<file path="src/rtl/nx_soft_reset_ctrl.sv">
// rtl/nx_soft_reset_ctrl.sv - soft-reset sequencer: host/watchdog trigger, hold-off, fixed pulse, release wait
// Clocked and reset by the hard reset only, so it survives the soft reset it issues.
module nx_soft_reset_ctrl #(
  parameter int PULSE_CYCLES = 4,
  parameter int DELAY_W      = 8,
  parameter int WDOG_W       = 16,
  parameter int COUNT_W      = 8
) (
  input  logic               clk_i,
  input  logic               rst_i,
  input  logic               req_valid_i,
  input  logic [DELAY_W-1:0] req_delay_i,
  output logic               req_ready_o,
  input  logic               wdog_en_i,
  input  logic               wdog_kick_i,
  input  logic [WDOG_W-1:0]  wdog_limit_i,
  input  logic               rst_internal_i,
  output logic               rst_soft_o,
  output logic               busy_o,
  output logic               done_o,
  output logic [1:0]         cause_o,
  output logic [COUNT_W-1:0] count_o
);

  localparam int PCNT_W = (PULSE_CYCLES > 1) ? $clog2(PULSE_CYCLES) : 1;
  localparam logic [PCNT_W-1:0] PULSE_LAST = PCNT_W'(PULSE_CYCLES - 1);

  localparam logic [1:0] CAUSE_NONE = 2'b00;
  localparam logic [1:0] CAUSE_HOST = 2'b01;
  localparam logic [1:0] CAUSE_WDOG = 2'b10;

  typedef enum logic [2:0] {
    S_IDLE    = 3'd0,
    S_HOLDOFF = 3'd1,
    S_PULSE   = 3'd2,
    S_RELEASE = 3'd3,
    S_DONE    = 3'd4
  } state_t;

  state_t              r_state;
  state_t              w_next;
  logic [DELAY_W-1:0]  r_hold_cnt;
  logic [DELAY_W-1:0]  w_hold_cnt_nxt;
  logic [PCNT_W-1:0]   r_pulse_cnt;
  logic [PCNT_W-1:0]   w_pulse_cnt_nxt;
  logic [WDOG_W-1:0]   r_wdog_cnt;
  logic [WDOG_W-1:0]   w_wdog_cnt_nxt;
  logic [WDOG_W-1:0]   w_wdog_inc;
  logic [1:0]          r_cause;
  logic [1:0]          w_cause_nxt;
  logic [COUNT_W-1:0]  r_count;
  logic                r_req_ready;
  logic                r_rst_soft;
  logic                r_busy;
  logic                r_done;
  logic                w_accept;
  logic                w_wdog_active;
  logic                w_wdog_expire;

  // r_req_ready is only set while in IDLE, so it doubles as the accept qualifier.
  assign w_accept      = req_valid_i & r_req_ready;
  assign w_wdog_active = (r_state == S_IDLE) & wdog_en_i & (wdog_limit_i != '0);
  assign w_wdog_inc    = r_wdog_cnt + WDOG_W'(1);
  // Expiry fires on the cycle the increment would reach the limit, so the pulse
  // starts exactly wdog_limit_i cycles after the watchdog starts counting.
  assign w_wdog_expire = w_wdog_active & ~wdog_kick_i & (w_wdog_inc == wdog_limit_i);

  always_comb begin
    w_wdog_cnt_nxt = w_wdog_inc;
    if (!w_wdog_active || wdog_kick_i || w_accept || w_wdog_expire) begin
      w_wdog_cnt_nxt = '0;
    end
  end

  always_comb begin
    w_next          = r_state;
    w_hold_cnt_nxt  = r_hold_cnt;
    w_pulse_cnt_nxt = r_pulse_cnt;
    w_cause_nxt     = r_cause;
    case (r_state)
      S_IDLE: begin
        if (w_accept) begin
          w_cause_nxt = CAUSE_HOST;
          if (req_delay_i == '0) begin
            w_next          = S_PULSE;
            w_pulse_cnt_nxt = PULSE_LAST;
          end else begin
            w_next         = S_HOLDOFF;
            w_hold_cnt_nxt = req_delay_i;
          end
        end else if (w_wdog_expire) begin
          w_cause_nxt     = CAUSE_WDOG;
          w_next          = S_PULSE;
          w_pulse_cnt_nxt = PULSE_LAST;
        end
      end
      S_HOLDOFF: begin
        if (r_hold_cnt <= DELAY_W'(1)) begin
          w_next          = S_PULSE;
          w_hold_cnt_nxt  = '0;
          w_pulse_cnt_nxt = PULSE_LAST;
        end else begin
          w_hold_cnt_nxt = r_hold_cnt - DELAY_W'(1);
        end
      end
      S_PULSE: begin
        if (r_pulse_cnt == '0) begin
          w_next = S_RELEASE;
        end else begin
          w_pulse_cnt_nxt = r_pulse_cnt - PCNT_W'(1);
        end
      end
      S_RELEASE: begin
        if (!rst_internal_i) begin
          w_next = S_DONE;
        end
      end
      S_DONE: begin
        w_next = S_IDLE;
      end
      default: begin
        w_next = S_IDLE;
      end
    endcase
  end

  always_ff @(posedge clk_i) begin
    if (rst_i) begin
      r_state     <= S_IDLE;
      r_hold_cnt  <= '0;
      r_pulse_cnt <= '0;
      r_wdog_cnt  <= '0;
      r_cause     <= CAUSE_NONE;
    end else begin
      r_state     <= w_next;
      r_hold_cnt  <= w_hold_cnt_nxt;
      r_pulse_cnt <= w_pulse_cnt_nxt;
      r_wdog_cnt  <= w_wdog_cnt_nxt;
      r_cause     <= w_cause_nxt;
    end
  end

  // Outputs are registered from the next state so they line up with the state register.
  always_ff @(posedge clk_i) begin
    if (rst_i) begin
      r_req_ready <= 1'b0;
      r_rst_soft  <= 1'b0;
      r_busy      <= 1'b0;
      r_done      <= 1'b0;
      r_count     <= '0;
    end else begin
      r_req_ready <= (w_next == S_IDLE);
      r_rst_soft  <= (w_next == S_PULSE);
      r_busy      <= (w_next != S_IDLE);
      r_done      <= (w_next == S_DONE);
      if ((w_next == S_DONE) && (r_count != '1)) begin
        r_count <= r_count + COUNT_W'(1);
      end
    end
  end

  assign req_ready_o = r_req_ready;
  assign rst_soft_o  = r_rst_soft;
  assign busy_o      = r_busy;
  assign done_o      = r_done;
  assign cause_o     = r_cause;
  assign count_o     = r_count;

endmodule

</file>
<file path="config.mk">
export PLATFORM = sky130hd
export DESIGN_NAME = nx_soft_reset_ctrl
export DESIGN_NICKNAME = d
export VERILOG_FILES = /design/src/rtl/nx_soft_reset_ctrl.sv
export SDC_FILE = /design/constraint.sdc
export NUM_CORES = 1
export LEC_CHECK = 0
export CAP_MARGIN = 20
export CORE_ASPECT_RATIO = 0.9
export CORE_MARGIN = 2
export CORE_UTILIZATION = 65
export DETAILED_ROUTE_END_ITERATION = 7
export DONT_BUFFER_PORTS = 1
export PLACE_DENSITY = 0.81
export REMOVE_ABC_BUFFERS = 1
export SYNTH_ARGS = -nofsm -noshare
export SYNTH_HDL_FRONTEND = slang
export SYNTH_SLANG_ARGS = --single-unit
export TNS_END_PERCENT = 20
</file>
<file path="constraint.sdc">
create_clock -name clk_i -period 4.8 [get_ports clk_i]
set_clock_uncertainty 0.1 [all_clocks]
set_input_delay 0.48 -clock clk_i [delete_from_list [all_inputs] [get_ports clk_i]]
set_output_delay 0.48 -clock clk_i [all_outputs]
set_load 0.01 [all_outputs]
</file>
==> results of run 1 <==
-- power by group through the flow --
stage / Combinational (mW) / Clock, mW / Sequential, mW
after detailed placement: 0.440 / 0 / 0.479
after global placement: 0.434 / 0 / 0.477
final: 0.444 / 0.220 / 0.472
after floorplan: 0.369 / 0 / 0.465
after global routing: 0.506 / 0.245 / 0.480
after CTS: 0.443 / 0.227 / 0.472
-- worst reg2reg max path, cell delays in order (launching register included) --
cell,delay (ns)
dfxtp_1,0.51
nand4_1,0.46
nor4_1,0.58
xnor3_1,0.20
o211a_1,0.19
nand3_1,0.10
o31a_2,0.39
and3_1,0.18
-- worst max path at each step --
stage / slack, ns / cells past startpoint / startpoint / to
after floorplan: 2.33 / 7 / r_wdog_cnt[4]$_SDFF_PP0_ / req_ready_o$_SDFF_PP0_
after global placement: 2.13 / 7 / r_wdog_cnt[4]$_SDFF_PP0_ / req_ready_o$_SDFF_PP0_
after detailed placement: 2.00 / 7 / r_wdog_cnt[4]$_SDFF_PP0_ / req_ready_o$_SDFF_PP0_
after CTS: 2.00 / 7 / r_wdog_cnt[4]$_SDFF_PP0_ / req_ready_o$_SDFF_PP0_
after global routing: 1.77 / 7 / r_wdog_cnt[4]$_SDFF_PP0_ / req_ready_o$_SDFF_PP0_
final: 1.99 / 7 / r_wdog_cnt[4]$_SDFF_PP0_ / req_ready_o$_SDFF_PP0_
-- metrics by stage --
stage               total power [mW]  worst slack, ns  cells  hold slack, ns
floorplan                      0.835             2.33    291           0.350
global placement               0.910             2.13    337           0.375
detailed placement             0.919             2.00    337           0.391
CTS                             1.14             2.00    345           0.141
global route                    1.23             1.77    345           0.133
finish                          1.14             1.99    345           0.147
-- kinds of logic after synthesis --
family / after synthesis / synth area share [%]
compound gates: 56 / 15.9
mux: 2 / 0.776
buf+inv: 22 / 4.17
flops: 43 / 33.4
xor+xnor: 34 / 13.1
simple gates: 142 / 30.3
fa+ha+maj: 5 / 2.42
-- layout by cell type (no fill, tap or decap), types with 3 or more instances in the layout --
cell type and n:
nor2_1 49, dfxtp_1 43, xnor2_1 18, nand2_1 18
xor2_1 13, o21ai_0 11, a21oi_1 11, inv_1 9
nor3_1 9, nand4_1 8, nand3_1 8, nor4_1 8
and3_1 7, or3_1 6, a31oi_1 5, ha_1 5
clkbuf_8 5, nand2b_1 4, a211oi_1 4, nor4_2 3
xnor3_1 3, nor3b_1 3, and2_1 3, a221oi_1 3
-- sequential cells by signal, summed over array words and instances, names as in the netlist --
signal       flops
r_state          3
busy_o           1
r_pulse_cnt      2
req_ready_o      1
done_o           1
r_wdog_cnt      16
rst_soft_o       1
cause_o          2
r_hold_cnt       8
count_o          8
-- layer usage --
| layer | wire [µm] | vias up |
|---|---|---|
| met5 | 0 | - |
| met4 | 116 | 0 |
| met3 | 359 | 12 |
| met2 | 2360 | 55 |
| met1 | 2670 | 1000 |
| li1 | - | 1089 |
-- synth_stat cells, types with 3 or more instances --
cell type and n:
nor2_1 49, nor3_1 9, or3_1 6, xnor2_1 18, a31oi_1 5, xor2_1 13, nand2b_1 4, nand3_1 8
clkbuf_1 5, and3_1 7, buf_2 5, a21oi_1 11, nor4_2 3, nand2_1 18, nor4_1 8, inv_1 9
and2_1 3, nor3b_1 3, nand4_1 8, ha_1 5, a221oi_1 3, a211oi_1 4, o21ai_0 11, dfxtp_1 43
xnor3_1 3
-- final cells by class --
type | instances | share of cell area [%]
Clock buffer | 6 | 2.74
Clock inverter | 2 | 0.472
Inverter | 9 | 1.28
Multi-Input combinational cell | 239 | 60.8
Sequential cell | 43 | 32.5
Tap cell | 46 | 2.17
==> metrics.md, run 1 <==
| Metric | Value |
|---|---|
| Die area | about 4500 µm² |
| Critical-path top delay cell | nor4_1 |
| Synthesized area per cell | between 8 and 9 µm² |
| Post-synth top flop | dfxtp_1 |
| Met1 GRT Util | roughly 36% |
| Fraction of layout cells with a size suffix above 1 | approximately 7.7% |
| Post-CTS Resized | 0 |
| Hold Buf Count CTS | 0 |
| WP buf/inv | 0 |
| Total track usage | around a quarter |
| CP top delay family | simple AND/OR/NAND/NOR gates |
| Final hold violations | 0 |
| Number of global-route vias before repair | roughly 2,100 |
| Netlist cell types | 58 |
| Vias/cell | between 6 and 7 |
| Max-slew headroom | between 60% and 70% |
| Max capacitance violation total | 0 |
| Final worst path period need | ~2.8 ns |
| Register area | around 860 µm² |
| Setup TNS Final | 0 ns |
| Sw frac | a little under two fifths |
| Filler Cell Count | between 300 and 400 |
| Layout overhead on the synthesized area | 2.67% |
| Main area contributors after synthesis | dfxtp_1 (33%), nor2_1 (7.1%), xnor2_1 (6.1%), xor2_1 (4.4%), nand2_1 (2.6%) |
| Seq/Total Area, Yosys | approximately a third |
| CTS Sinks | 43 |
| Final core utilization | a little over 70% |
| Crit Reg-Reg Endpoint | req_ready_o$_SDFF_PP0_ |
| Hold EP | count_o[5]$_SDFFE_PP0P_ |
| Cell taking the most area after synthesis | dfxtp_1 |
| First-pass GRT wire length | around 9400 µm |
| Initial DRT Pass Iterations | 4 |
| Fin crit share | 58.5% |
| Post-CTS setup buffers | 0 |
| DP Area | about 2600 µm² |
| Net switching power | around 0.42 mW |
| Final instance area | ~2600 µm² |
| Fmax | 356 MHz |
| Initial antenna violation count | 0 |
| Estimated wirelength of the detail-placed design | approximately 4200 µm |
| Clk Latency, worst-skew pair | ~0.29 ns |
| Die H | 63.8 µm |
| CTS tree | done |
| Slowest stage delay, CP | 0.58 ns |
| Ys async rst share | 0% |
| Total routed wirelength | approximately 5500 µm |
| Critical path, cell by cell | nand4_1, nor4_1, xnor3_1, o211a_1, nand3_1, o31a_2, and3_1 |
| Required @ worst endpoint | approximately 5 ns |
| Worst hold stages | 1 |
| CP startpoint kind | flop |
| Final ANT Viol Nets | 0 |
| Crit-path max FO | 11 |
| Critical path capture point type | flop |
| M3 GR Usage | 6.94% |
| Grt ovf | 0 |
| Peak VDD IR | between 200 and 300 µV |
| Wirelength per Cell | 16.0 µm |
| Static Leak | ~0.9 nW |
| PortBufs | 0 |
| Initial Utilization | between 60% and 70% |
| Clk pwr share | 19.4% |
| Mapped Cells | 304 |
| CTS Root Cell | clkbuf_8 |
| #FFs+latches synth | 43 |
| Syn. warnings | 0 |
| CTS HTree Levels | 2 |
| EDFF count, synth | 0 |
| Horiz. Die Dim | 70.4 µm |
| Top Ports | 44 |
| Clk pin slew, worst setup/hold paths | about 0.08 ns |
| RSZ-0062 raised after global routing | no |
| Outcome | finished clean |
| Worst r2r src | r_wdog_cnt[4]$_SDFF_PP0_ |
| Hold crit path type | primary input to flop |
| Worst R2R Setup Slack | 1.99 ns |
| Largest net degree at the start of global routing | 27 |
| Placeable core region | about 3800 µm² |
| Core Rows | 21 |
| HP Start | rst_i |
| Final setup viols | 0 |
| Iter 0 DRT Violations | around 130 |
| GRT busiest layer | met2 |
| Comb power frac | between 30% and 40% |
| WP data arrival | between 2 and 3 ns |
| Worst Tran Pin Value | 0.478 ns |
| Synthesized cell area | about 2600 µm² |
| Internal power | roughly 0.7 mW |
| Reg2Reg Depth | 7 |
| Ant diodes | 0 |
| Vias | roughly 2,200 |
| Met2 usage | a little under two fifths |
| # nets final | about 330 |
| Sequential power share | 41.5% |
| Routability Congestion | between 0.8 and 0.9 |
| Area occupied by multi-input gates | ~1600 µm² |
| Setup Crit Path Kind | flop to flop |
| CTS Buf Count | 5 |
| Worst-case clock buffer depth | 2 |
| Final Max Tran Viols | 0 |
| Top cell type's share of synthesized area | around 33% |
| Residual DRC | 0 |
| Pwr Density | between 400 and 500 nW/µm² |
(Power assumes the default switching activity.)
==> run 2, diff against run 1 <==
--- a/config.mk
+++ b/config.mk
@@ -8,10 +8,10 @@
 export CAP_MARGIN = 20
 export CORE_ASPECT_RATIO = 0.9
 export CORE_MARGIN = 2
-export CORE_UTILIZATION = 65
+export CORE_UTILIZATION = 63
 export DETAILED_ROUTE_END_ITERATION = 7
 export DONT_BUFFER_PORTS = 1
-export PLACE_DENSITY = 0.81
+export PLACE_DENSITY = 0.79
 export REMOVE_ABC_BUFFERS = 1
 export SYNTH_ARGS = -nofsm -noshare
 export SYNTH_HDL_FRONTEND = slang
==> constraint.sdc (replaced) <==
create_clock -name clk_i -period 2.6 [get_ports clk_i]
set_clock_uncertainty 0.1 [all_clocks]
set_input_delay 0.26 -clock clk_i [delete_from_list [all_inputs] [get_ports clk_i]]
set_output_delay 0.26 -clock clk_i [all_outputs]
set_load 0.01 [all_outputs]
==> metrics.md, run 2 (synthesis results as in run 1) <==
| Metric | Value |
|---|---|
| Core Rows | 22 (+4.8%) |
| Die H | 64.7 µm (+1.5%) |
| WL met2 | 2540 µm (+7.6%) |
| HP Start | req_delay_i[4] |
| Post-CTS setup buffers | 0 (unchanged) |
| CTS HTree Levels | 2 (unchanged) |
| Final Max Tran Viols | 0 (unchanged) |
| Total power | 2.25 mW (+98%) |
| Setup TNS Final | 0 ns (unchanged) |
| Max reg flops | 16 (unchanged) |
| Cells after DPL | 349 (+3.6%) |
| Clk Latency, worst-skew pair | 0.29 ns (about the same) |
| DP Area | 2640 µm² (+3.0%) |
| Final hold violations | 0 (unchanged) |
| PortBufs | 0 (unchanged) |
| Fraction of layout cells with a size suffix above 1 | 12.3% (+4.6 points) |
| Fmax | 408 MHz (+14%) |
| Top Layer Used | met4 |
| Hold Slack | 0.0220 ns (-0.125 ns) |
| Total routed wirelength | 5610 µm (+1.9%) |
| Max-slew headroom | 44.2% (-24 points) |
| Placeable core region | 3990 µm² (+6.2%) |
| Final setup viols | 0 (unchanged) |
| Vias | 2,218 (+2.9%) |
| WP data arrival | 2.55 ns (-0.34 ns) |
| CTS Sinks | 43 (unchanged) |
| Pre-CTS setup slack | 0.0810 ns (-1.92 ns) |
| Vias/cell | 6.20 (-0.86%) |
| Worst-case clock buffer depth | 2 (unchanged) |
| RSZ-0062 raised after global routing | no |
| Horiz. Die Dim | 71.5 µm (+1.5%) |
| Static Leak | 0.979 nW (+7.7%) |
| CTS Buf Count | 5 (unchanged) |
| Grt ovf | 0 (unchanged) |
| Initial antenna violation count | 0 (unchanged) |
| Fin crit share | 94.3% (+36 points) |
| DRT met1 WL | 2690 µm (+0.94%) |
| Top reg by flops | r_wdog_cnt |
| CP startpoint kind | flop |
| Met3 WL | 325 µm (-9.5%) |
| Number of global-route vias before repair | 2,042 (-1.2%) |
| CTS Root Cell | clkbuf_8 |
| Top Ports | 44 (unchanged) |
| Estimated wirelength of the detail-placed design | 4250 µm (+1.3%) |
| Critical Path Source | r_wdog_cnt[3]$_SDFF_PP0_ |
| Wirelength per Cell | 15.7 µm (-1.8%) |
| Pwr Density | 809 nW/µm² (+89%) |
| Largest net degree at the start of global routing | 23 (-15%) |
| Peak VDD IR | 491 µV (+64%) |
| First-pass GRT wire length | 9180 µm (-1.9%) |
| Ant diodes | 0 (unchanged) |
| Total track usage | 24.7% (-1.1 points) |
| # nets final | 344 (+3.3%) |
| Iter 0 DRT Violations | 133 (-0.75%) |
| Initial Utilization | 64.6% (-4.0 points) |
| Clk pin slew, worst setup/hold paths | 0.08 ns (about the same) |
| Layout overhead on the synthesized area | 7.57% |
| Residual DRC | 0 (unchanged) |
| Routability Congestion | 0.877 (+4.6%) |
| Final core utilization | 69.5% (-0.97 points) |
| Worst r2r src | r_wdog_cnt[3]$_SDFF_PP0_ |
| Final ANT Viol Nets | 0 (unchanged) |
| Final instance area | 2780 µm² (+4.8%) |
| Setup Crit Path Kind | flop to flop |
| Critical path capture point type | flop |
| Worst Tran Pin Value | 0.834 ns (+0.356 ns) |
| Crit-path max FO | 9 (-2) |
| Final worst path period need | 2.45 ns (-0.355 ns) |
| Finished Layout Cells | 358 (+3.8%) |
| Max capacitance violation total | 0 (unchanged) |
| Hold crit path type | primary input to flop |
| Die area | 4620 µm² (+3.0%) |
| Outcome | finished clean |
| Post-route setup slack | 0.148 ns (-1.85 ns) |
| Required @ worst endpoint | 2.70 ns (-2.18 ns) |
| CTS tree | done |
| Most frequent cells in the layout | nor2_1 (49), dfxtp_1 (41), xnor2_1 (18), nand2_1 (18), xor2_1 (13) |
| Initial DRT Pass Iterations | 5 (+1) |
| Most common cell after layout, fill and taps aside | nor2_1 |
[run 2: changes by cell type in the layout (fill, tap and decap cells not counted), sizes merged]
cell | previous run | this run
clkinv | 1 | 2
bufinv | 0 | 1
buf | 0 | 10
dlygate4sd3 | 0 | 1
clkbuf | 6 | 5
clkinvlp | 1 | 0
[run 2: report_power, final]
group          internal, mW  leakage (nW)  switching, mW
Combinational         0.386         0.571          0.484
Clock                 0.286        0.0581          0.229
Sequential            0.763         0.350         0.0979
[run 2: metal layers]
layer / vias up / GRT usage [%]
met1: 1017 / 32.9
met2: 70 / 38.7
li1: 1125 / -
met4: 0 / 7.55
met5: - / 0
met3: 6 / 7.00
[run 2: path summary, 6_finish.rpt]
check                                                    to  slack (ns)  depth (start not counted)
worst max-delay path                 req_ready_o$_SDFF_PP0_        0.15                          7
worst min-delay path             r_hold_cnt[4]$_SDFFE_PP0P_        0.02                          2
worst max register to register       req_ready_o$_SDFF_PP0_        0.15                          7
worst min register to register  r_pulse_cnt[1]$_SDFFE_PP0P_        0.38                          2
[run 2: cell type report]
type | count | area [µm²]
clock inverters | 3 | 43.8
fillers | 334 | 1220
repair buffers | 11 | 85.1
inverters | 9 | 33.8
well taps | 48 | 60.1
flip-flops and latches | 43 | 863
multi-input cells | 239 | 1620
clock buffers | 5 | 68.8
[run 2: critical path: stages (launching register included)]
cell,delay [ns]
dfxtp_1,0.51
nand4_2,0.28
nor2_1,0.25
nor2_1,0.08
a2111oi_2,0.43
nand3_1,0.15
o31a_2,0.38
and3_1,0.17
[run 2: timing repair]
action,in CTS,in global routing
resized for setup,0,4
hold endpoints to repair,22,0
setup endpoints to repair,0,8
hold buffers,1,0
